### src/rtl/load_store_pkg.sv
// Shared definitions for the RV32I load/store datapath: func3 encodings, load FSM states and
// the small alignment/legality helpers used by the load side.
package load_store_pkg;

  localparam int unsigned XLEN = 32;

  // Load func3 encodings
  localparam logic [2:0] F3Lb  = 3'b000;
  localparam logic [2:0] F3Lh  = 3'b001;
  localparam logic [2:0] F3Lw  = 3'b010;
  localparam logic [2:0] F3Lbu = 3'b100;
  localparam logic [2:0] F3Lhu = 3'b101;

  // Store func3 encodings
  localparam logic [2:0] F3Sb  = 3'b000;
  localparam logic [2:0] F3Sh  = 3'b001;
  localparam logic [2:0] F3Sw  = 3'b010;

  typedef enum logic [2:0] {
    StIdle,
    StIssue,
    StWait,
    StWb,
    StFault
  } load_state_e;

  function automatic logic load_func3_legal(input logic [2:0] f3);
    return (f3 == F3Lb) || (f3 == F3Lh) || (f3 == F3Lw) || (f3 == F3Lbu) || (f3 == F3Lhu);
  endfunction

  // Only meaningful for legal encodings; bytes are always aligned.
  function automatic logic load_aligned(input logic [2:0] f3, input logic [1:0] off);
    logic ok;
    ok = 1'b1;
    if (f3 == F3Lh || f3 == F3Lhu) ok = ~off[0];
    if (f3 == F3Lw)                ok = (off == 2'b00);
    return ok;
  endfunction

endpackage

### src/rtl/load_extract.sv
// Combinational lane select and sign/zero extension of a loaded memory word.
module load_extract
  import load_store_pkg::*;
(
  input  logic [XLEN-1:0] mem_word_i,
  input  logic [1:0]      byte_off_i,
  input  logic [2:0]      func3_i,
  output logic [XLEN-1:0] data_o
);

  logic [7:0]  byte_v;
  logic [15:0] half_v;

  always_comb begin
    byte_v = mem_word_i[7:0];
    unique case (byte_off_i)
      2'd0: byte_v = mem_word_i[7:0];
      2'd1: byte_v = mem_word_i[15:8];
      2'd2: byte_v = mem_word_i[23:16];
      2'd3: byte_v = mem_word_i[31:24];
      default: byte_v = mem_word_i[7:0];
    endcase
    half_v = byte_off_i[1] ? mem_word_i[31:16] : mem_word_i[15:0];

    data_o = mem_word_i;
    case (func3_i)
      F3Lb:    data_o = {{24{byte_v[7]}}, byte_v};
      F3Lh:    data_o = {{16{half_v[15]}}, half_v};
      F3Lbu:   data_o = {24'd0, byte_v};
      F3Lhu:   data_o = {16'd0, half_v};
      default: data_o = mem_word_i;
    endcase
  end

endmodule

### src/rtl/load_unit.sv
// Multi-cycle RV32I load engine: address check, single word read, bounded response wait,
// then one registered write pulse to the register file.
module load_unit
  import load_store_pkg::*;
#(
  parameter int unsigned TIMEOUT = 16
) (
  input  logic            clock,
  input  logic            reset,
  input  logic            load_valid,
  output logic            load_ready,
  input  logic [XLEN-1:0] base_addr,
  input  logic [XLEN-1:0] imm,
  input  logic [2:0]      func3,
  input  logic [4:0]      rd,
  output logic            mem_read_enable,
  output logic [XLEN-1:0] mem_address,
  input  logic            mem_read_valid,
  input  logic [XLEN-1:0] mem_read_data,
  output logic            reg_write,
  output logic [4:0]      write_reg,
  output logic [XLEN-1:0] write_data,
  output logic            load_misaligned,
  output logic            load_fault
);

  localparam int unsigned CntW = $clog2(TIMEOUT + 1);

  load_state_e     state_q, state_d;
  logic [XLEN-1:0] ea_q, ea_d;
  logic [2:0]      func3_q, func3_d;
  logic [4:0]      rd_q, rd_d;
  logic [CntW-1:0] cnt_q, cnt_d;
  logic            reg_write_q, reg_write_d;
  logic [4:0]      write_reg_q, write_reg_d;
  logic [XLEN-1:0] write_data_q, write_data_d;
  logic            misaligned_q, misaligned_d;
  logic            fault_q, fault_d;

  logic [XLEN-1:0] ea_in;
  logic [XLEN-1:0] extracted;
  logic            capture;

  assign ea_in = base_addr + imm;

  load_extract u_extract (
    .mem_word_i (mem_read_data),
    .byte_off_i (ea_q[1:0]),
    .func3_i    (func3_q),
    .data_o     (extracted)
  );

  always_comb begin
    state_d      = state_q;
    ea_d         = ea_q;
    func3_d      = func3_q;
    rd_d         = rd_q;
    cnt_d        = cnt_q;
    reg_write_d  = 1'b0;
    write_reg_d  = write_reg_q;
    write_data_d = write_data_q;
    misaligned_d = 1'b0;
    fault_d      = 1'b0;
    capture      = 1'b0;

    unique case (state_q)
      StIdle: begin
        if (load_valid) begin
          ea_d    = ea_in;
          func3_d = func3;
          rd_d    = rd;
          if (load_func3_legal(func3) && load_aligned(func3, ea_in[1:0])) begin
            state_d = StIssue;
          end else begin
            state_d      = StFault;
            misaligned_d = 1'b1;
          end
        end
      end
      StIssue: begin
        if (mem_read_valid) begin
          capture = 1'b1;
        end else begin
          state_d = StWait;
          cnt_d   = '0;
        end
      end
      StWait: begin
        if (mem_read_valid) begin
          capture = 1'b1;
        end else if (cnt_q == CntW'(TIMEOUT - 1)) begin
          state_d = StFault;
          fault_d = 1'b1;
        end else begin
          cnt_d = cnt_q + 1'b1;
        end
      end
      StWb:    state_d = StIdle;
      StFault: state_d = StIdle;
      default: state_d = StIdle;
    endcase

    // Outputs are registered so the write pulse lines up with the WB state.
    if (capture) begin
      state_d      = StWb;
      reg_write_d  = (rd_q != 5'd0);
      write_reg_d  = rd_q;
      write_data_d = extracted;
    end
  end

  always_ff @(posedge clock) begin
    if (reset) begin
      state_q      <= StIdle;
      ea_q         <= '0;
      func3_q      <= '0;
      rd_q         <= '0;
      cnt_q        <= '0;
      reg_write_q  <= 1'b0;
      write_reg_q  <= '0;
      write_data_q <= '0;
      misaligned_q <= 1'b0;
      fault_q      <= 1'b0;
    end else begin
      state_q      <= state_d;
      ea_q         <= ea_d;
      func3_q      <= func3_d;
      rd_q         <= rd_d;
      cnt_q        <= cnt_d;
      reg_write_q  <= reg_write_d;
      write_reg_q  <= write_reg_d;
      write_data_q <= write_data_d;
      misaligned_q <= misaligned_d;
      fault_q      <= fault_d;
    end
  end

  assign load_ready      = (state_q == StIdle);
  assign mem_read_enable = (state_q == StIssue);
  assign mem_address     = (state_q == StIssue) ? {ea_q[XLEN-1:2], 2'b00} : '0;
  assign reg_write       = reg_write_q;
  assign write_reg       = write_reg_q;
  assign write_data      = write_data_q;
  assign load_misaligned = misaligned_q;
  assign load_fault      = fault_q;

endmodule

### config.mk
export PLATFORM = sky130hd
export DESIGN_NAME = load_unit
export DESIGN_NICKNAME = d
export VERILOG_FILES = /design/src/rtl/load_store_pkg.sv /design/src/rtl/load_extract.sv /design/src/rtl/load_unit.sv
export SDC_FILE = /design/constraint.sdc
export NUM_CORES = 1
export LEC_CHECK = 0
export ABC_AREA = 1
export CORE_UTILIZATION = 43
export DETAILED_ROUTE_END_ITERATION = 8
export PLACE_DENSITY = 0.82
export SYNTH_ARGS = -nofsm -noshare
export SYNTH_HDL_FRONTEND = slang
export SYNTH_SLANG_ARGS = --single-unit
### constraint.sdc
create_clock -name clock -period 2.7 [get_ports clock]
set_clock_uncertainty 0.2 [all_clocks]
set_input_delay 0.54 -clock clock [delete_from_list [all_inputs] [get_ports clock]]
set_output_delay 0.54 -clock clock [all_outputs]
set_load 0.02 [all_outputs]
# Yosys cells after proc, flatten, opt, wreduce, memory -nomap -nowiden
# Cells that the tools add are included.
# word_totals
output_inout_bits,74
in_bits,108
regBits,88
elab_cells,85
# op_classes
n_reduce_logical,22
n_bitwise,5
mux,23
add_sub_neg,2
n_eq_ne,22
# op_table
op,count
32-bit case mux with 4 select lines,1
32-bit adder,1
32-bit two-way mux,1
8-bit case mux with 4 select lines,1
16-bit two-way mux,1
3-bit two-way mux,5
5-bit two-way mux,3
"3-bit == test, second input constant",4
4-bit AND reduction,3
"2-bit inequality test, second input constant",5
5-bit case mux with 2 select lines,1
"3-bit by 1-bit == test with 1-bit output, second input constant",3
3-bit zero test,3
3-bit case mux with 3 select lines,1
1-bit two-way mux,8
"3-bit by 2-bit == test with 1-bit output, second input constant",2
"3-bit by 2-bit inequality test with 1-bit output, second input constant",2
"3-bit inequality test, second input constant",2
2-bit OR reduction,3
3-bit OR reduction,2
"5-bit by 1-bit adder with 5-bit output, second input constant",1
"5-bit by 4-bit == test with 1-bit output, second input constant",1
1-bit logical OR,5
1-bit NOT,5
8 further kinds,10

# Longest topological paths before layout
# logic_depth
depth_word,11
depth_mapped,13

# Hierarchy
# Synthesis repeated with hierarchy kept, for this count alone.
# unflattened
cells_unflattened,1097
hier_area_um2,6632.6
# by_module_without_submodules
mod,area_each_um2,instances,cells_each
load_unit,5870.6,1,951
load_extract,762.0,1,146

# Least setup slack after synthesis
# No wires, ideal clock.
# synth_path
path_kind,register to output
startpoint,reg state_q[0]
endpoint,out mem_address[10]
stages_incl_launch_ff,6
setup_slack_ns,0.451
arrival_time_ns,1.509
path_cell_list,dfxtp_1 inv_1 nor3_2 inv_1 clkbuf_1 nor2_1
# synth_between
elab_chain_cells,2
# synth_rtl
item,line_no,text
from (decl),load_unit.sv:29,"load_state_e state_q, state_d;"
from (signal assigned),load_unit.sv:114,state_q <= StIdle;
from (signal assigned),load_unit.sv:125,state_q <= state_d;
3-bit by 1-bit == test with 1-bit output,n/a,
via mem_read_enable,load_unit.sv:16,"output logic mem_read_enable,"
32-bit two-way mux,load_unit.sv:140,"assign mem_address = (state_q == StIssue) ? {ea_q[XLEN-1:2], 2'b00} : '0;"
to (decl),load_unit.sv:17,"output logic [XLEN-1:0] mem_address,"
# The timed path passes the listed nets, and every way through them passes these cells.

# Worst setup path after layout
# layout_path
startpoint,reg state_q[0]
endpoint,out mem_address[7]
# layout_between
elab_chain_cells,2
# layout_rtl
item,line_no
3-bit by 1-bit == test with 1-bit output,load_unit.sv:140
32-bit two-way mux,load_unit.sv:140
# Every way passes these cells.

==> metrics.yaml <==
outcome:
  status: "completed"
clock_network:
  htree_levels: 3
  cts_tree: "built"
  cts_root_buf: "clkbuf_16"
  cts_sinks: 88
  ctsHoldBuffers: 0
  clockBufferDepth: 2
  clkTransAtPathRegs_ns: 0.06
  clk_latency_ns: 0.34
  cts_buffers: 9
timing:
  relSlewSlack: 0.4344
  fmax_ghz: 0.3971
  finalMaxSlewViolations: 0
  rsz0062_at_grt: "false"
  fin_crit_ns: 2.518
  fin_tns_setup_ns: 0
  period_share: 0.9326
  finalSetupViolCount: 0
  hold_viol: 0
  worst_pin_slew_ns: 0.8428
layout:
  syn_to_final_growth_pct: 38.93
  multiInputGateArea_mm2: 0.003590
  diodes: 0
  fill_cells: 1366
  final_area_mm2: 0.008775
  drive_gt1_frac: 0.05410
  seqCellArea_mm2: 0.001762
  layout.nets: 1394
  fin_cells: 1437
logic_synthesis:
  yosysTopAreaCell: "dfxtp_1"
  synth_edf_count: 0
  yosysTopAreaCellShare: 0.2789
  synth_area_per_cell_um2: 5.975
  yosysWarnings: 0
  synth_cells: 1057
  synth-xor-area-share: 0.02080
  post-synth-top-count-cell: "nand2_1"
  async_flop_share: 0
  yosys_register_bits: 88
  synth_fa_ha_area_frac: 0.06854
  synth.area.top_cells: "dfxtp_1 (28%), nand2_1 (20%), inv_1 (12%)"
  synth_simple_gate_area_share: 0.3150
  yosysUniqueCellTypes: 40
  syn_area_mm2: 0.006316
  synth_compound_area_frac: 0.1529
  synth_top_flop_cell: "dfxtp_1"
  synth_top_family_by_area: "simple AND/OR/NAND/NOR gates"
  synth_mux_area_frac: 0.009509
  seq_area_frac_synth: 0.2789
  synth_common_cells: "nand2_1 (332), inv_1 (202), dfxtp_1 (88), nor2_1 (84), a21oi_1 (79)"
min_path:
  hold_path.class: "reg -> reg"
route:
  via_per_inst: 4.896
  detail_route.wl_per_cell_um: 12.69
  first_pass_iters: 5
  ant_nets: 0
  drt_iter0_drc: 432
  remaining_drc_errors: 0
  drt_wl_total_um: 18230
  vias: 7036
die:
  fp.dieW_um: 123.2
  start_util: 0.4481
  coreArea_mm2: 0.01410
  rows: 43
  die_area_mm2: 0.01518
  io_pins: 182
  die_y_um: 123.2
worst_setup_path:
  worst-setup-path-type: "reg -> out"
  crit_path_end_kind: "primary output"
  worstPathRequired_ns: 1.96
  slowest_stage: "dfxtp_1"
  crit_arrival_ns: 1.78
  startpoint_type: "flip-flop"
  worst_path_largest_cell_delay_ns: 0.38
  worstPathMaxFanout: 16
  path_cells: "inv_1 > nor3_2 > inv_2 > buf_4 > nor2_1 > dlygate4sd2_1"
global_routing:
  antenna_found_initial: 0
  gr-usage-all-layers: 0.2443
  overflow: 0
  grt_pass1_wl_um: 29420
  grt_pass1_vias: 6505
  grt_max_degree: 39
pwr:
  vdd_drop_max_mv: 0.3406
  p_leak_nw: 4.670
  power_per_cell_area_mw_per_mm2: 595.8
  p_total_w: 0.005228
place:
  placed_cell_area_mm2: 0.008443
  place_inst: 1421
  gp_congestion: 0.9525
  port_buffers: 179
  dp.final_hpwl_um: 14540
job:
  maxCapViolCount: 0
[metal layers]
layer | global-route usage | up-vias | share of wire
met5 | 0 | - | 0
met4 | 0.1039 | 0 | 0.024
met3 | 0.02168 | 35 | 0.069
met2 | 0.4319 | 257 | 0.47
met1 | 0.3018 | 3090 | 0.44
li1 | - | 3654 | -
[logic make-up (layout without fill, tap and decap cells)]
family	Yosys count	in the layout
compound gates	177	177
xor+xnor	15	15
fa+ha+maj	34	34
buf+inv	242	441
flops	88	88
mux	6	6
other cells	1	2
simple gates	494	494
[power by group]
part / total (W) / leakage (nW) / internal (W) / switching, W
Combinational: 0.00213 / 3.78 / 0.000861 / 0.00127
Sequential: 0.00165 / 0.720 / 0.00153 / 0.000123
Clock: 0.00145 / 0.170 / 0.000930 / 0.000516
[stage by stage]
stage | utilization | hold slack (ns) | worst slack [ns]
6_report | 0.6225 | 0.2513 | 0.1820
5_1_grt | 0.6225 | 0.2676 | 0.06090
4_1_cts | 0.6214 | 0.2531 | 0.006045
3_5_place_dp | 0.5990 | 0.2389 | -0.09517
3_3_place_gp | 0.5990 | 0.2373 | -0.05451
2_1_floorplan | - | 0.2301 | 0.4508
[critical path, delay by kind of cell, from the launching register on]
| family | cells | cell delay (ns) |
|---|---|---|
| buffers and inverters | 4 | 0.79 |
| flip-flops | 1 | 0.38 |
| AND/OR/NAND/NOR | 2 | 0.28 |
[worst paths after layout]
check,from,end,slack (ns),depth (start not counted)
setup / recovery,state_q[0],mem_address[7],0.18,6
hold / removal,write_data[20],write_data[20],0.25,2
setup reg to reg,ea_q[1],write_data[15],0.65,7
hold reg to reg,write_data[20],write_data[20],0.25,2
[cell type report]
class                           count  share of cell area
Sequential cell                    88              0.2008
Clock buffer                       11             0.02766
Clock inverter                      5             0.01184
Inverter                          209             0.08941
Timing Repair Buffer              216              0.2356
Multi-Input combinational cell    728              0.4091
Tap cell                          180             0.02567
[timing repair]
action / in CTS / in global routing
gates cloned: 0 / 0
setup endpoints to repair: 30 / 6
buffers inserted: 0 / 0
gates resized for setup: 25 / 6
[layout by cell type (no fill, tap or decap), types with 2 or more instances in the layout]
cell	netlist	layout
nand2_1	332	331
inv_1	202	201
clkdlybuf4s50_1	0	149
dfxtp_1	88	88
nor2_1	84	84
a21oi_1	79	79
nand3_1	56	56
o21ai_1	45	45
buf_4	6	36
ha_1	33	33
o21ai_0	27	27
dlygate4sd2_1	0	24
xor2_1	14	14
o211ai_1	9	9
clkbuf_16	0	9
inv_2	7	8
nor3_1	7	7
mux2i_1	6	6
dlymetal6s2s_1	0	6
a22oi_1	5	5
o21bai_1	4	4
nand4_1	4	4
bufinv_16	0	3
and2_1	2	2
a21o_1	2	2
nor3_2	2	2
nor2_2	2	2
conb_1	1	2
(Power assumes the default switching activity.)
